`src/rtl/gr_pkg.sv`:
```
// Shared types and constants for the general-register file and its pending-write scoreboard.
// No logic of its own; latency and backpressure are defined by the modules that import it.
// Defaults here match the core's standard configuration.
package gr_pkg;

  localparam int DEF_DATA_W = 32;
  localparam int DEF_ADDR_W = 5;
  localparam int DEF_CNT_W  = 2;

  typedef logic [DEF_ADDR_W-1:0] reg_idx_t;

  // Register 0 is hard-wired: reads 0, never busy, writes dropped.
  localparam reg_idx_t ZERO_REG = '0;

  // Largest number of in-flight producers a counter of this width can track.
  function automatic int cnt_max(input int cnt_w);
    return (1 << cnt_w) - 1;
  endfunction

endpackage

```
`src/rtl/gr_pend_ctr.sv`:
```
// Purpose: per-register in-flight producer counter (issue increments, write-back decrements).
// Latency: count updates at the next edge; status outputs are combinational from the stored count.
// Backpressure: none internally; at_max lets the top refuse issue, and the count saturates rather than wrap.
module gr_pend_ctr
  import gr_pkg::*;
#(
  parameter int CNT_W = DEF_CNT_W
) (
  input  logic clk,
  input  logic reset,
  input  logic inc,
  input  logic dec,
  output logic nonzero,
  output logic at_max,
  output logic is_one,
  output logic uflow_pulse
);

  localparam logic [CNT_W-1:0] MAX = CNT_W'(cnt_max(CNT_W));
  localparam logic [CNT_W-1:0] ONE = CNT_W'(1);

  logic [CNT_W-1:0] cnt_q, cnt_d;

  // Next count: simultaneous inc/dec cancel (never an underflow); a lone dec at 0 holds and flags.
  always_comb begin
    cnt_d       = cnt_q;
    uflow_pulse = 1'b0;
    if (inc && !dec) begin
      if (cnt_q != MAX) cnt_d = cnt_q + ONE;
    end else if (dec && !inc) begin
      if (cnt_q == '0) uflow_pulse = 1'b1;
      else             cnt_d       = cnt_q - ONE;
    end
  end

  // Count register with synchronous reset.
  always_ff @(posedge clk) begin
    if (reset) cnt_q <= '0;
    else       cnt_q <= cnt_d;
  end

  assign nonzero = (cnt_q != '0);
  assign at_max  = (cnt_q == MAX);
  assign is_one  = (cnt_q == ONE);

endmodule

```
`src/rtl/gr_sb.sv`:
```
// Purpose: general-register file with N_RD read ports, one write-back port and a pending-write scoreboard.
// Latency: reads, rbusy and iss_ready are combinational; writes, counters and err_uflow update at the next edge.
// Backpressure: iss_ready drops when the destination counter is full, unless a same-cycle write-back retires one.
module gr_sb
  import gr_pkg::*;
#(
  parameter int DATA_W = DEF_DATA_W,
  parameter int ADDR_W = DEF_ADDR_W,
  parameter int N_RD   = 3,
  parameter int CNT_W  = DEF_CNT_W,
  parameter bit BYPASS = 1'b1
) (
  input  logic                   clk,
  input  logic                   reset,
  input  logic                   we,
  input  logic [ADDR_W-1:0]      waddr,
  input  logic [DATA_W-1:0]      wdata,
  input  logic [N_RD*ADDR_W-1:0] raddr,
  output logic [N_RD*DATA_W-1:0] rdata,
  output logic [N_RD-1:0]        rbusy,
  input  logic                   iss_valid,
  input  logic [ADDR_W-1:0]      iss_addr,
  output logic                   iss_ready,
  output logic                   err_uflow
);

  localparam int DEPTH = 1 << ADDR_W;
  localparam logic [ADDR_W-1:0] ZERO = ADDR_W'(ZERO_REG);

  // Entry 0 is kept at 0 and never written, so it folds away in synthesis.
  logic [DATA_W-1:0] regs_q [DEPTH];
  logic [DATA_W-1:0] regs_d [DEPTH];
  logic              err_q, err_d;

  logic [DEPTH-1:0] cnt_nz, cnt_max_v, cnt_one, cnt_uf;

  logic wr_en;
  logic iss_acc;

  assign wr_en   = we && (waddr != ZERO);
  assign iss_acc = iss_valid && iss_ready && (iss_addr != ZERO);

  // Register 0 has no counter: never busy, never full, never underflows.
  assign cnt_nz[0]    = 1'b0;
  assign cnt_max_v[0] = 1'b0;
  assign cnt_one[0]   = 1'b0;
  assign cnt_uf[0]    = 1'b0;

  for (genvar r = 1; r < DEPTH; r++) begin : g_ctr
    gr_pend_ctr #(.CNT_W(CNT_W)) u_ctr (
      .clk         (clk),
      .reset       (reset),
      .inc         (iss_acc && (iss_addr == ADDR_W'(r))),
      .dec         (wr_en && (waddr == ADDR_W'(r))),
      .nonzero     (cnt_nz[r]),
      .at_max      (cnt_max_v[r]),
      .is_one      (cnt_one[r]),
      .uflow_pulse (cnt_uf[r])
    );
  end

  // A full destination blocks issue unless the same cycle's write-back frees a slot.
  always_comb begin
    iss_ready = !(cnt_max_v[iss_addr] && !(we && (waddr == iss_addr)));
  end

  // Write-back into the array and accumulate the sticky underflow flag.
  always_comb begin
    regs_d = regs_q;
    if (wr_en) regs_d[waddr] = wdata;
    err_d = err_q | (|cnt_uf);
  end

  // Architectural state with synchronous reset taking priority over any write.
  always_ff @(posedge clk) begin
    if (reset) begin
      regs_q <= '{default: '0};
      err_q  <= 1'b0;
    end else begin
      regs_q <= regs_d;
      err_q  <= err_d;
    end
  end

  assign err_uflow = err_q;

  for (genvar k = 0; k < N_RD; k++) begin : g_rd
    logic [ADDR_W-1:0] ra;
    logic              fwd;
    assign ra  = raddr[k*ADDR_W +: ADDR_W];
    assign fwd = BYPASS && we && (waddr == ra);
    assign rdata[k*DATA_W +: DATA_W] = (ra == ZERO) ? '0 : (fwd ? wdata : regs_q[ra]);
    // The last outstanding producer writing back this cycle clears busy when forwarding.
    assign rbusy[k] = (ra != ZERO) && cnt_nz[ra] && !(fwd && cnt_one[ra]);
  end

endmodule

```
`config.mk`:
```
export PLATFORM = sky130hd
export DESIGN_NAME = gr_sb
export DESIGN_NICKNAME = d
export VERILOG_FILES = /design/src/rtl/gr_pkg.sv /design/src/rtl/gr_pend_ctr.sv /design/src/rtl/gr_sb.sv
export SDC_FILE = /design/constraint.sdc
export NUM_CORES = 2
export LEC_CHECK = 0
export ABC_AREA = 1
export BUFFER_PORTS_ARGS = -buffer_cell sky130_fd_sc_hd__buf_2
export CELL_PAD_IN_SITES_DETAIL_PLACEMENT = 0
export CELL_PAD_IN_SITES_GLOBAL_PLACEMENT = 2
export CORE_MARGIN = 2
export CORE_UTILIZATION = 35
export CTS_BUF_LIST = sky130_fd_sc_hd__clkbuf_16
export CTS_CLUSTER_DIAMETER = 30
export DETAILED_ROUTE_END_ITERATION = 7
export PLACE_DENSITY_LB_ADDON = 0.1
export RECOVER_POWER = 25
export SYNTH_ARGS = -nofsm -noshare
export SYNTH_HDL_FRONTEND = slang
export SYNTH_HIERARCHICAL = 1
export SYNTH_SLANG_ARGS = --single-unit
```
`constraint.sdc`:
```
create_clock -name clk -period 3.1 [get_ports clk]
set_clock_uncertainty 0.2 [all_clocks]
set_input_delay 0.62 -clock clk [delete_from_list [all_inputs] [get_ports clk]]
set_output_delay 0.62 -clock clk [all_outputs]
set_load 0.005 [all_outputs]
```
# Yosys cells after proc, flatten, opt, wreduce, memory -nomap -nowiden
# Cells that the tools add are included.
# totals
output_inout_bits,101
mem_count,0
word_cells,952
mem_bits_rw,0
latchBits,0
rom_bits,0
register_bits,1087
# classes
shift,0
n_lt_le_gt_ge,9
n_addsub,62
n_eq_ne,221
n_div,0
n_mul,0
n_reduce_logical,342
bitwise,5
mux,249
# op_table
op,n
1024-bit bitwise mux,1
32-bit binary-select mux with 5-bit select,3
32-bit 2-to-1 mux,13
2-bit 2-to-1 mux,124
32-bit demux with 5-bit select,1
"5-bit equality test, second input constant",32
1-bit logical AND,142
"2-bit != test, second input constant",62
2-bit nonzero test,62
1-bit 2-to-1 mux,100
3-bit AND reduction,31
"5-bit by 4-bit equality test with 1-bit output, second input constant",16
1-bit logical NOT,67
"2-bit by 1-bit adder with 2-bit output, second input constant",31
"2-bit by 1-bit equality test with 1-bit output, second input constant",31
"2-bit equality test, second input constant",31
2-bit logical NOT,31
"2-bit by 1-bit != test with 1-bit output, second input constant",31
"2-bit by 1-bit subtractor with 2-bit output, second input constant",31
"5-bit by 3-bit equality test with 1-bit output, second input constant",8
1-bit binary-select mux with 5-bit select,7
31-bit OR reduction,1
5-bit nonzero test,5
"6-bit greater-or-equal comparator, second input constant",4
8 further kinds,23

# Longest topological paths before layout
# logic_depth
word_depth,14
depth_mapped,22
ltp_nobuf,20

# Cells and area by module
# The synthesis kept the hierarchy.
# by_module_without_submodules
mod,area_per_inst_um2,instances,cells_each
gr_sb,67464.7,1,10886
gr_pend_ctr,225.2,31,37

# Worst setup path before layout
# No wires, ideal clock.
# synth_path
kind,input to register
startpoint,input port iss_addr[1]
endpoint,register err_q (netlist: err_uflow)
arrival_time_ns,2.546
path_stages,20
n_path_buf,2
slack_ns,0.221
setup_time_ns,0.133
path_cell_list,buf_2 > nor2_1 > nand2_1 > nand2_1 > nor2_1 > nor2_1 > nor2_1 > nand2_1 > nand3_2 > nand3_2 > buf_2 > nor2_1 > inv_1 > ha_1 > nand2_1 > nor2_1 > nor4_1 > nand4_1 > nor2_1 > a31oi_1
# synth_via
elab_chain_len,14
# synth_rtl
element,line_no,source
"start, declared",gr_sb.sv:22,"input logic [ADDR_W-1:0] iss_addr,"
branches (longest 3 deep; another with 1-bit binary-select mux with 5-bit select),--,
1-bit logical AND (*),gr_sb.sv:64,iss_ready = !(cnt_max_v[iss_addr] && !(we && (waddr == iss_addr)));
1-bit logical NOT (*),gr_sb.sv:64,
net iss_ready,gr_sb.sv:23,"output logic iss_ready,"
1-bit logical AND (*) (2 in a row),gr_sb.sv:41,assign iss_acc = iss_valid && iss_ready && (iss_addr != ZERO);
1-bit logical AND (*),gr_sb.sv:53,".inc (iss_acc && (iss_addr == ADDR_W'(r))),"
1-bit logical NOT,gr_pend_ctr.sv:30,end else if (dec && !inc) begin
1-bit logical AND,gr_pend_ctr.sv:30,
1-bit 2-to-1 mux,gr_pend_ctr.sv:30,
1-bit 2-to-1 mux (*),gr_pend_ctr.sv:28,if (inc && !dec) begin
net cnt_uf[9],gr_sb.sv:35,"logic [DEPTH-1:0] cnt_nz, cnt_max_v, cnt_one, cnt_uf;"
31-bit OR reduction (*),gr_sb.sv:71,err_d = err_q | (|cnt_uf);
1-bit OR (*),gr_sb.sv:71,
"end signal, assigned",gr_sb.sv:81,err_q <= err_d;
"end, declared",gr_sb.sv:33,"logic err_q, err_d;"
# Mark *: on every way through the listed nets, which the timed path passes. The select of a mux whose other input is x is not followed.
# A chain may end at the register's enable or synchronous reset.

# Worst setup path after layout
# layout_path
startpoint,register g_ctr[6].u_ctr.cnt_q[0]
endpoint,output port rbusy[0]
# layout_lines
element,line_no,source
"start, declared",gr_pend_ctr.sv:22,"logic [CNT_W-1:0] cnt_q, cnt_d;"
"start signal, assigned",gr_pend_ctr.sv:39,else cnt_q <= cnt_d;
2-bit nonzero test,gr_pend_ctr.sv:42,assign nonzero = (cnt_q != '0);
net cnt_nz[6],gr_sb.sv:35,
1-bit binary-select mux with 5-bit select,gr_sb.sv:94,assign rbusy[k] = (ra != ZERO) && cnt_nz[ra] && !(fwd && cnt_one[ra]);
1-bit 2-to-1 mux (not written as such),gr_sb.sv:94,
1-bit logical AND (2 in a row),gr_sb.sv:94,
"end, declared",gr_sb.sv:20,"output logic [N_RD-1:0] rbusy,"
# The timed path passes the listed nets, and every way through them passes these cells. The select of a mux whose other input is x is not followed.

==> reports/results.ini <==
[synthesis]
synth_compound_area_share_pct=25.03
synth_top_family_by_area=simple AND/OR/NAND/NOR gates
synth_warnings=6
ys_types=44
synthAdderAreaFrac_pct=2.605
synthSimpleGateAreaFrac_pct=31.48
syn_area_um2=74450
synth_flop_cell=dfxtp_1
synth-edff-count=0
synthArstFlopShare_pct=0
syn_nets=12250
synth_top_cell_by_area=dfxtp_1
yosysSeqAreaShare_pct=29.23
synth-seq-cells=1087
synthXorXnorAreaFrac_pct=0.02353
synth_top_area_share_pct=29.23
postSynthAreaPerCell_um2=6.187
netlist_top_cells_area=dfxtp_1 29%, nand2_1 14%, nor2_1 8.2%, nand3_1 7.4%, a211oi_1 7.1%
muxShareOfSynthArea_pct=0
syn_inst=12030

[clocking]
clk_pin_slew_worst_paths_ns=0.04
cts_root_buffer=clkbuf_16
cts_tree=done
numCtsBuffers=380
clk_latency_ns=0.92
clock_path_buffers=4
cts_num_sinks=1087
htree_num_levels=5

[setup_path]
worstSetupPathType=flop to output pin
rr_startpoint=g_ctr[3].u_ctr/cnt_q[0]
cp_max_fo=3
critPathMaxStageDelay_ns=0.32
ff2ff_setup_slack_ns=0.03
cp_slowest_cell=dfxtp_2
crit_path_cell_trace=buf_4 > inv_2 > ha_4 > inv_4 > inv_2 > a21oi_2 > o21ai_2 > o211ai_1 > nand2_1 > nand2_2 > nand2_4 > nand2_2 > nand2_2 > inv_2 > buf_12 > buf_6
cp-start-kind=flop
cp.required_ns=2.28
end_kind=output pin
rr_worst_depth=19
rr_endpoint=err_uflow
worstPathArrival_ns=2.74

[floorplan]
die-area_um2=216400
io_pins=162
fp.dieH_um=465.2
initial_core_util_pct=35.17
design.core.area_um2=211700
die_w_um=465.2
rows=169

[worst_hold_path]
holdPathEnd=regs_q[295]
hold_path_startpoint=wdata[7]
min_path_cells=4
hold_class=primary input to flop

[drt]
firstDrtPassIters=6
post-route-drc-count=0
viasPerCell=6.035
vias=98390
ant_nets=0
drt-initial-drc-count=14590
wire_per_inst_um=30.65
routed_wl_mm=499.7

[sta]
hold_viol=0
hold_slack_ns=0.05746
timing.final.ws_setup_ns=-0.4615
rsz0062_at_grt=yes
worst_slew_pin_slew_ns=1.512
timing.fmax_ghz=0.2808
period_needed_ns=3.561
setup_viol=653
max_slew_margin_pct=-0.8309
post-route-period-util_pct=114.9
slew_viol_final=46

[place]
gp_congestion=0.9801
hpwl_mm=308.7
io_buffer_count=161

[global_routing]
grtUsageTotal_pct=43.20
grt_overflow_total=0
grt_start_max_net_pins=105
grt_pass1_wl_mm=679.0
grt_pass1_vias=90140
antenna_found_initial=22

[layout]
final_common_cell=nand2_1
most-common-layout-cells=2,455 x nand2_1, 1,501 x nor2_1, 927 x dfxtp_1
nets=13390
drive_gt1_share_pct=30.18
flow.area_growth_from_synthesis_pct=55.39
final_util_pct=54.65

[job]
max_cap_viol_count=0

[run_status]
failed_checks=slew limit, setup timing
outcome=finished, violations left

[power_and_ir_drop]
leakage_nw=47.24
ir_drop_mv=0.6670
p_per_area_nw_per_um2=541.1

## worst max-delay path by stage
stage	from	slack, ns	to
floorplan	iss_addr[1]	0.22	err_uflow
global placement	iss_addr[0]	-0.56	err_uflow
detailed placement	iss_addr[0]	-0.55	err_uflow
CTS	g_ctr[10].u_ctr/cnt_q[0]	-0.46	rbusy[0]
global route	g_ctr[6].u_ctr/cnt_q[0]	-0.55	rbusy[0]
finish	g_ctr[6].u_ctr/cnt_q[0]	-0.46	rbusy[0]
## state kept, by name (all words and copies together), names as in the netlist
name               flops
g_ctr.u_ctr/cnt_q     62
regs_q              1024
err_uflow              1
## report_power, final
part	switching (mW)	internal (mW)
sequential	0.142	14.2
clock	11.1	26.2
combinational	6.83	4.14
## stage by stage
stage | setup WS (ns) | TNS, ns | area [um^2] | std cells | power (mW)
floorplan | 0.2210 | 0 | 74450 | 12030 | 18.05
global placement | -0.5551 | -41.29 | 87150 | 15100 | 22.37
detailed placement | -0.5537 | -42.02 | 87150 | 15100 | 22.37
CTS | -0.4641 | -17.51 | 111000 | 16160 | 61.46
global route | -0.5456 | -57.90 | 115600 | 16290 | 63.74
finish | -0.4615 | -83.50 | 115700 | 16310 | 62.59
## per-layer routing
layer | share of wire (%) | global-route usage [%] | up-vias
li1 | - | - | 43020
met1 | 39 | 56.64 | 46580
met2 | 40 | 62.40 | 7057
met3 | 13 | 12.77 | 1739
met4 | 7.2 | 25.32 | 4
met5 | 0.0052 | 0 | -
## final cells by class
class	instances	area, um^2
antenna	20	50.05
clock buffer	385	9634
clock inverter	291	2668
fill	20250	95980
inverter	1034	4161
multi-input combinational	8813	49910
sequential	1087	21960
tap	2821	3530
timing repair buffer	1854	23770
## kinds of logic (layout without fill, tap and decap cells)
kind of cell             count (synthesis)  in the layout
buffers and inverters                 2134           3564
other                                    0             20
AO/OA/AOI/OAI                         2953           2953
flip-flops                            1087           1087
adder cells (fa/ha/maj)                155            155
XOR/XNOR                                 2              2
AND/OR/NAND/NOR                       5702           5703
## repair_timing
item / in CTS / in global routing
gates cloned: 112 / 45
setup endpoints to repair: 101 / 107
gates resized for setup: 1764 / 1032
hold buffers: 17 / 0
pin swaps: 566 / 667
setup buffers: 285 / 136
hold endpoints to repair: 108 / 0
## critical path, delay by kind of cell, from the launching register on
family                   cells  cell delay [ns]
AO/OA/AOI/OAI                3             0.30
adder cells (fa/ha/maj)      1             0.17
buffers and inverters        7             0.63
flip-flops                   1             0.32
AND/OR/NAND/NOR              5             0.38
## synthesized netlist by cell type, types with 22 or more instances
| master | instances |
|---|---|
| nand2_2 | 33 |
| a31oi_1 | 33 |
| clkbuf_1 | 527 |
| inv_1 | 928 |
| nand3_2 | 35 |
| nand3_1 | 1104 |
| nand4_1 | 26 |
| o2111ai_1 | 158 |
| inv_2 | 99 |
| a211oi_1 | 707 |
| nand2_1 | 2824 |
| o21ai_0 | 595 |
| a21oi_1 | 882 |
| buf_2 | 405 |
| dfxtp_1 | 1087 |
| a211oi_2 | 22 |
| buf_4 | 28 |
| o211ai_1 | 468 |
| nor2_1 | 1620 |
| ha_1 | 155 |
| buf_1 | 136 |
| o22ai_1 | 80 |
No activity file was read; power rests on OpenSTA's default activity.
